[config.mk]
export PLATFORM = sky130hd
export DESIGN_NAME = div_arb_sched
export DESIGN_NICKNAME = d
export VERILOG_FILES = /design/src/rtl/div_arb_pkg.sv /design/src/rtl/rr_arbiter.sv /design/src/rtl/div_arb_sched.sv
export SDC_FILE = /design/constraint.sdc
export NUM_CORES = 1
export LEC_CHECK = 0
export ABC_AREA = 0
export CORE_ASPECT_RATIO = 0.7
export CORE_MARGIN = 3
export CORE_UTILIZATION = 42
export DETAILED_ROUTE_END_ITERATION = 8
export PLACE_DENSITY = 0.84
export SYNTH_ARGS = -nofsm -noshare
export SYNTH_HDL_FRONTEND = slang
export SYNTH_SLANG_ARGS = --single-unit
[constraint.sdc]
create_clock -name clk -period 3.94 [get_ports clk]
set_input_delay 0.788 -clock clk [delete_from_list [all_inputs] [get_ports clk]]
set_output_delay 0.788 -clock clk [all_outputs]
set_load 0.01 [all_outputs]
[src/rtl/div_arb_pkg.sv]
// Shared types and constants for the divider arbitration scheduler.
package div_arb_pkg;

  localparam int W           = 8;
  localparam int TIMEOUT_CYC = 63;

  localparam logic [W-1:0] QUO_DIV0 = 8'hFF;

  typedef enum logic [2:0] {
    ST_IDLE   = 3'd0,
    ST_LOAD_A = 3'd1,
    ST_LOAD_Q = 3'd2,
    ST_LOAD_M = 3'd3,
    ST_WAIT   = 3'd4,
    ST_RESP   = 3'd5
  } state_t;

endpackage

[src/rtl/rr_arbiter.sv]
// Round-robin arbiter: one-hot grant plus its index, searching upward from
// i_ptr and wrapping back to 0.
module rr_arbiter #(
  parameter int N  = 4,
  parameter int IW = 2
) (
  input  logic [N-1:0]  i_req,
  input  logic [IW-1:0] i_ptr,
  output logic [N-1:0]  o_gnt,
  output logic [IW-1:0] o_idx,
  output logic          o_any
);

  int          v_sum;
  logic [IW-1:0] v_idx;

  // First requester at or above the pointer wins, with wrap-around.
  always_comb begin
    o_gnt = '0;
    o_idx = '0;
    o_any = 1'b0;
    v_sum = 0;
    v_idx = '0;
    for (int k = 0; k < N; k++) begin
      v_sum = int'(i_ptr) + k;
      if (v_sum >= N) v_sum = v_sum - N;
      v_idx = IW'(v_sum);
      if (!o_any && i_req[v_idx]) begin
        o_any        = 1'b1;
        o_gnt[v_idx] = 1'b1;
        o_idx        = v_idx;
      end
    end
  end

endmodule

[src/rtl/div_arb_sched.sv]
// Shares one external non-restoring divider among NUM_REQ requesters.
// Round-robin pick in IDLE, three-beat operand load (00, dividend, divisor),
// wait for div_fin, single-cycle response. A zero divisor skips the divider
// and answers immediately with an error.
// Optional build macro DIV_ARB_TIMEOUT_EN: abandons WAIT after TIMEOUT_CYC
// cycles without div_fin and answers with an error and zero results.
module div_arb_sched #(
  parameter int NUM_REQ = 4,
  parameter int W       = 8
) (
  input  logic                 clk,
  input  logic                 rst,
  input  logic [NUM_REQ-1:0]   req_valid,
  input  logic [NUM_REQ*W-1:0] req_dividend,
  input  logic [NUM_REQ*W-1:0] req_divisor,
  output logic [NUM_REQ-1:0]   req_ack,
  output logic                 rsp_valid,
  output logic [1:0]           rsp_id,
  output logic [W-1:0]         rsp_quo,
  output logic [W-1:0]         rsp_rem,
  output logic                 rsp_err,
  output logic                 busy,
  output logic                 div_start,
  output logic [W-1:0]         div_in_bus,
  input  logic                 div_fin,
  input  logic [W-1:0]         div_quo,
  input  logic [W-1:0]         div_rem
);
  import div_arb_pkg::*;

  state_t                    r_state;
  logic [1:0]                r_ptr;
  logic [1:0]                r_id;
  logic [W-1:0]              r_a;
  logic [W-1:0]              r_b;
  logic                      r_rsp_valid;
  logic [1:0]                r_rsp_id;
  logic [W-1:0]              r_rsp_quo;
  logic [W-1:0]              r_rsp_rem;
  logic                      r_rsp_err;
  logic                      r_busy;
  logic                      r_div_start;
  logic [W-1:0]              r_div_in_bus;
`ifdef DIV_ARB_TIMEOUT_EN
  logic [5:0]                r_tmo;
`endif

  logic [NUM_REQ-1:0]        w_gnt;
  logic [1:0]                w_idx;
  logic                      w_any;
  logic [NUM_REQ-1:0][W-1:0] w_dvd_v;
  logic [NUM_REQ-1:0][W-1:0] w_dvs_v;
  logic [W-1:0]              w_dvd;
  logic [W-1:0]              w_dvs;

  rr_arbiter #(.N(NUM_REQ), .IW(2)) u_arb (
    .i_req (req_valid),
    .i_ptr (r_ptr),
    .o_gnt (w_gnt),
    .o_idx (w_idx),
    .o_any (w_any)
  );

  assign w_dvd_v = req_dividend;
  assign w_dvs_v = req_divisor;
  assign w_dvd   = w_dvd_v[w_idx];
  assign w_dvs   = w_dvs_v[w_idx];

  // Ack is combinational so the operands are taken on the same edge the
  // requester sees its grant; gated by rst so it is 0 during reset.
  assign req_ack = (rst && r_state == ST_IDLE && w_any) ? w_gnt : '0;

  assign rsp_valid  = r_rsp_valid;
  assign rsp_id     = r_rsp_id;
  assign rsp_quo    = r_rsp_quo;
  assign rsp_rem    = r_rsp_rem;
  assign rsp_err    = r_rsp_err;
  assign busy       = r_busy;
  assign div_start  = r_div_start;
  assign div_in_bus = r_div_in_bus;

  // Scheduler FSM; every output is registered against the state it enters.
  always_ff @(posedge clk or negedge rst) begin
    if (!rst) begin
      r_state      <= ST_IDLE;
      r_ptr        <= '0;
      r_id         <= '0;
      r_a          <= '0;
      r_b          <= '0;
      r_rsp_valid  <= 1'b0;
      r_rsp_id     <= '0;
      r_rsp_quo    <= '0;
      r_rsp_rem    <= '0;
      r_rsp_err    <= 1'b0;
      r_busy       <= 1'b0;
      r_div_start  <= 1'b0;
      r_div_in_bus <= '0;
`ifdef DIV_ARB_TIMEOUT_EN
      r_tmo        <= '0;
`endif
    end else begin
      r_rsp_valid  <= 1'b0;
      r_div_start  <= 1'b0;
      r_div_in_bus <= '0;
      case (r_state)
        ST_IDLE: begin
          if (w_any) begin
            r_id   <= w_idx;
            r_a    <= w_dvd;
            r_b    <= w_dvs;
            r_busy <= 1'b1;
            if (w_dvs == '0) begin
              // Divide-by-zero never reaches the divider.
              r_state     <= ST_RESP;
              r_rsp_valid <= 1'b1;
              r_rsp_id    <= w_idx;
              r_rsp_err   <= 1'b1;
              r_rsp_quo   <= W'(QUO_DIV0);
              r_rsp_rem   <= w_dvd;
            end else begin
              r_state     <= ST_LOAD_A;
              r_div_start <= 1'b1;
            end
          end
        end
        ST_LOAD_A: begin
          r_state      <= ST_LOAD_Q;
          r_div_in_bus <= r_a;
        end
        ST_LOAD_Q: begin
          r_state      <= ST_LOAD_M;
          r_div_in_bus <= r_b;
        end
        ST_LOAD_M: begin
          r_state <= ST_WAIT;
`ifdef DIV_ARB_TIMEOUT_EN
          r_tmo   <= '0;
`endif
        end
        ST_WAIT: begin
          if (div_fin) begin
            r_state     <= ST_RESP;
            r_rsp_valid <= 1'b1;
            r_rsp_id    <= r_id;
            r_rsp_quo   <= div_quo;
            r_rsp_rem   <= div_rem;
            r_rsp_err   <= 1'b0;
          end
`ifdef DIV_ARB_TIMEOUT_EN
          else if (r_tmo == 6'(TIMEOUT_CYC - 1)) begin
            // This was the last allowed WAIT cycle; give up on the divider.
            r_state     <= ST_RESP;
            r_rsp_valid <= 1'b1;
            r_rsp_id    <= r_id;
            r_rsp_quo   <= '0;
            r_rsp_rem   <= '0;
            r_rsp_err   <= 1'b1;
          end else begin
            r_tmo <= r_tmo + 6'd1;
          end
`endif
        end
        ST_RESP: begin
          r_ptr   <= r_id + 2'd1;
          r_state <= ST_IDLE;
          r_busy  <= 1'b0;
        end
        default: begin
          r_state <= ST_IDLE;
          r_busy  <= 1'b0;
        end
      endcase
    end
  end

endmodule
==> reports/results.ini <==
[outcome]
status = finished, final reports clean

[setup_path]
critPathBufInv = 2
setup.worst_path.start_class = flip-flop
cp_top_family = simple AND/OR/NAND/NOR gates
r2r-end = rsp_rem[5]$_DFFE_PN0P_
crit_arrival_ns = 3.97
cp_max_fo = 43
worstPathCellList = buf_4 > mux4_2 > o21ba_4 > nor2_2 > or3_1 > and3_1 > or3_4 > a2111oi_4 > a21oi_2 > buf_12 > mux2_4
rr_worst_depth = 11
cp_slowest_cell = mux4_2
crit_type = flip-flop to flip-flop
critPathCaptureType = flip-flop
r2r_slack_ns = 0.14
cpPeakStageDelay_ns = 0.63
r2r_start = r_ptr[0]$_DFFE_PN0N_
required_ns = 4.11

[die]
die_area_um2 = 9650
coreArea_um2 = 8040
fp.dieH_um = 83.1
io_pins = 121
rows = 27
chipWidth_um = 116
initial_core_util_pct = 44.4

[yosys]
synth_flop_cell = dfrtp_1
synthDistinctLibCells = 57
ys_warn_count = 0
yosysTopAreaCell = dfrtp_1
synthCells = 395
synth_commonest_cells = nor2_1 (62), dfrtp_1 (53), nand2_1 (28), nor3_1 (21), a21oi_1 (18)
yosys.area.top_type_share_pct = 37.2
synth_edf_count = 0
ys_ff_latch = 53
syn_area_um2 = 3570
synthTopCellsByArea = dfrtp_1 (37%), nor2_1 (6.5%), mux2_4 (3.8%)
syn_avg_cell_area_um2 = 9.03
synth-seq-area-share_pct = 37.2
synth_nets = 489
synth-async-reset-ratio_pct = 100
synth.most_common_cell = nor2_1

[hold_path]
holdPathStages = 2
holdPathEnd = r_b[4]$_DFFE_PN0P_
min-delay-start = r_b[4]$_DFFE_PN0P_
hold_class = flip-flop to flip-flop

[placement]
place_inst = 641
io_buffers = 120
place_area_um2 = 5170
hpwl_um = 8480
gp_congestion = 0.877

[clock_tree]
clock_latency_ns = 0.29
clk_pin_slew_worst_paths_ns = 0.07
hold_buffers = 0
cts_root_buf = clkbuf_16
numCtsBuffers = 5
clk_path_buf_depth = 2
htree_num_levels = 2
cts_tree = built
cts.sinks = 53

[global_routing]
antenna_found_initial = 0
grtUsageTotal_pct = 22.7
grt-ovfl-total = 0
first_global_vias = 3684
grt_pass1_wl_um = 17800
grt_max_degree = 54

[finish]
area_growth_pct = 51.2
fin_cells = 651
fillCellCount = 633
diodes = 0
nets = 643
stdcell_area_um2 = 5390
drive_above_1_share_pct = 19.3

[power]
comb_power_share_pct = 69.8
pwr-share-clk_pct = 9.5
p_switching_mw = 2.00
intPower_mw = 2.68
peakVddDrop_mv = 0.405
power_frac_seq_pct = 20.8
switching_share_pct = 42.8
p_total_mw = 4.68
cellPowerDensity_nw_per_um2 = 868
cellLeakagePower_nw = 2.33

[timing]
max_slew_margin_pct = 43.9
fmax_mhz = 263
period_share_pct = 96.4
setup_viol = 0
period_minus_slack_ns = 3.80
finalHoldViolations = 0
whs_ns = 0.490
finalClockSkew_ns = 0.00544
maxSlewViolCount = 0
tightest_slew_ns = 0.840
rsz0062_at_grt = no

[routing]
drtPass1Iterations = 4
drt-initial-drc-count = 261
finalWirelength_um = 10900
routedWlPerCell_um = 16.7
vias_per_cell = 5.70
drc = 0
postRouteAntennaNets = 0
route.vias.total = 3712

[flow_run]
cap_violations = 0

==> power by group through the flow <==
stage | sequential [mW] | combinational, mW | clock (mW)
detailed placement | 0.975 | 3.15 | 0
finish | 0.972 | 3.27 | 0.444
CTS | 0.969 | 3.17 | 0.455
floorplan | 0.999 | 1.82 | 0
global route | 1.01 | 3.57 | 0.481
global placement | 0.966 | 3.05 | 0
==> through the flow <==
stage,TNS (ns),util (%),setup slack (ns)
floorplan,0,-,0.00124
finish,0,67.1,0.141
global route,0,67.1,0.0392
detailed placement,-5.54,64.3,-0.337
CTS,0,66.2,0.00883
global placement,-3.53,64.3,-0.226
==> metal layers <==
metal / vias to the layer above / share of wire [%] / GRT usage [%]
met4: 0 / 1.0 / 4.21
met1: 1792 / 44 / 31.1
met5: - / 0 / 0
met3: 12 / 6.8 / 4.52
li1: 1747 / - / -
met2: 161 / 48 / 37.4
==> area by class of cell <==
class | count | area [µm²] | area share, %
Clock buffer | 6 | 139 | 2.58
Timing Repair Buffer | 173 | 1630 | 30.3
Clock inverter | 2 | 13.8 | 0.255
Sequential cell | 53 | 1330 | 24.6
Multi-Input combinational cell | 308 | 2120 | 39.4
Inverter | 8 | 30.0 | 0.557
Tap cell | 101 | 126 | 2.34
==> worst max path at each step <==
stage,startpoint,endpoint,cells after the start
floorplan,r_ptr[0]$_DFFE_PN0N_,rsp_id[0]$_DFFE_PN0P_,15
global placement,req_valid[1],rsp_rem[1]$_DFFE_PN0P_,12
detailed placement,req_valid[3],rsp_rem[5]$_DFFE_PN0P_,12
CTS,req_valid[2],rsp_rem[5]$_DFFE_PN0P_,12
global route,r_ptr[0]$_DFFE_PN0N_,rsp_rem[2]$_DFFE_PN0P_,11
finish,r_ptr[0]$_DFFE_PN0N_,rsp_rem[5]$_DFFE_PN0P_,11
==> layout by cell type (no fill, tap or decap), drive strengths merged, types with 4 or more instances in the layout <==
master	count
ha	7
nor2	64
a22oi	16
mux2i	11
nand3	6
nand2	28
dfrtp	53
inv	8
and2	18
a221oi	8
a21oi	19
mux2	21
dlymetal6s2s	5
clkbuf	6
buf	54
or3	6
o211ai	6
and3	4
clkdlybuf4s50	114
a211oi	10
o21ai	17
nor3	21
a2111oi	9
==> cells by family (layout without fill, tap and decap cells) <==
logic type      count (synthesis)  in the layout  share of synthesized area (%)
fa+ha+maj                       7              7                           2.46
flops                          53             53                           37.2
simple gates                  161            161                           21.6
xor+xnor                        1              1                          0.246
mux                            34             34                           11.9
compound gates                105            105                           22.1
buf+inv                        34            189                           4.52
==> sequential cells by signal, summed over array words and instances, names as in the netlist <==
register and flops:
div_in_bus 8, r_a 8, r_b 8, rsp_quo 8, rsp_rem 8, r_state 3
r_id 2, r_ptr 2, rsp_id 2, busy 1, div_start 1, rsp_err 1
rsp_valid 1
==> timing repair <==
action | in CTS | in global routing
endpoints found under the setup margin | 13 | 24
cloned | 0 | 0
resized for setup | 2 | 13
setup buffers | 0 | 2
pin swaps | 0 | 3
==> worst register-to-register path: stages (launching register included) <==
cell and delay [ns]:
dfrtp_2 0.36, buf_4 0.38, mux4_2 0.65, o21ba_4 0.27, nor2_2 0.07, or3_1 0.30
and3_1 0.21, or3_4 0.38, a2111oi_4 0.43, a21oi_2 0.15, buf_12 0.18, mux2_4 0.30
No activity file was read; power rests on OpenSTA's default activity.
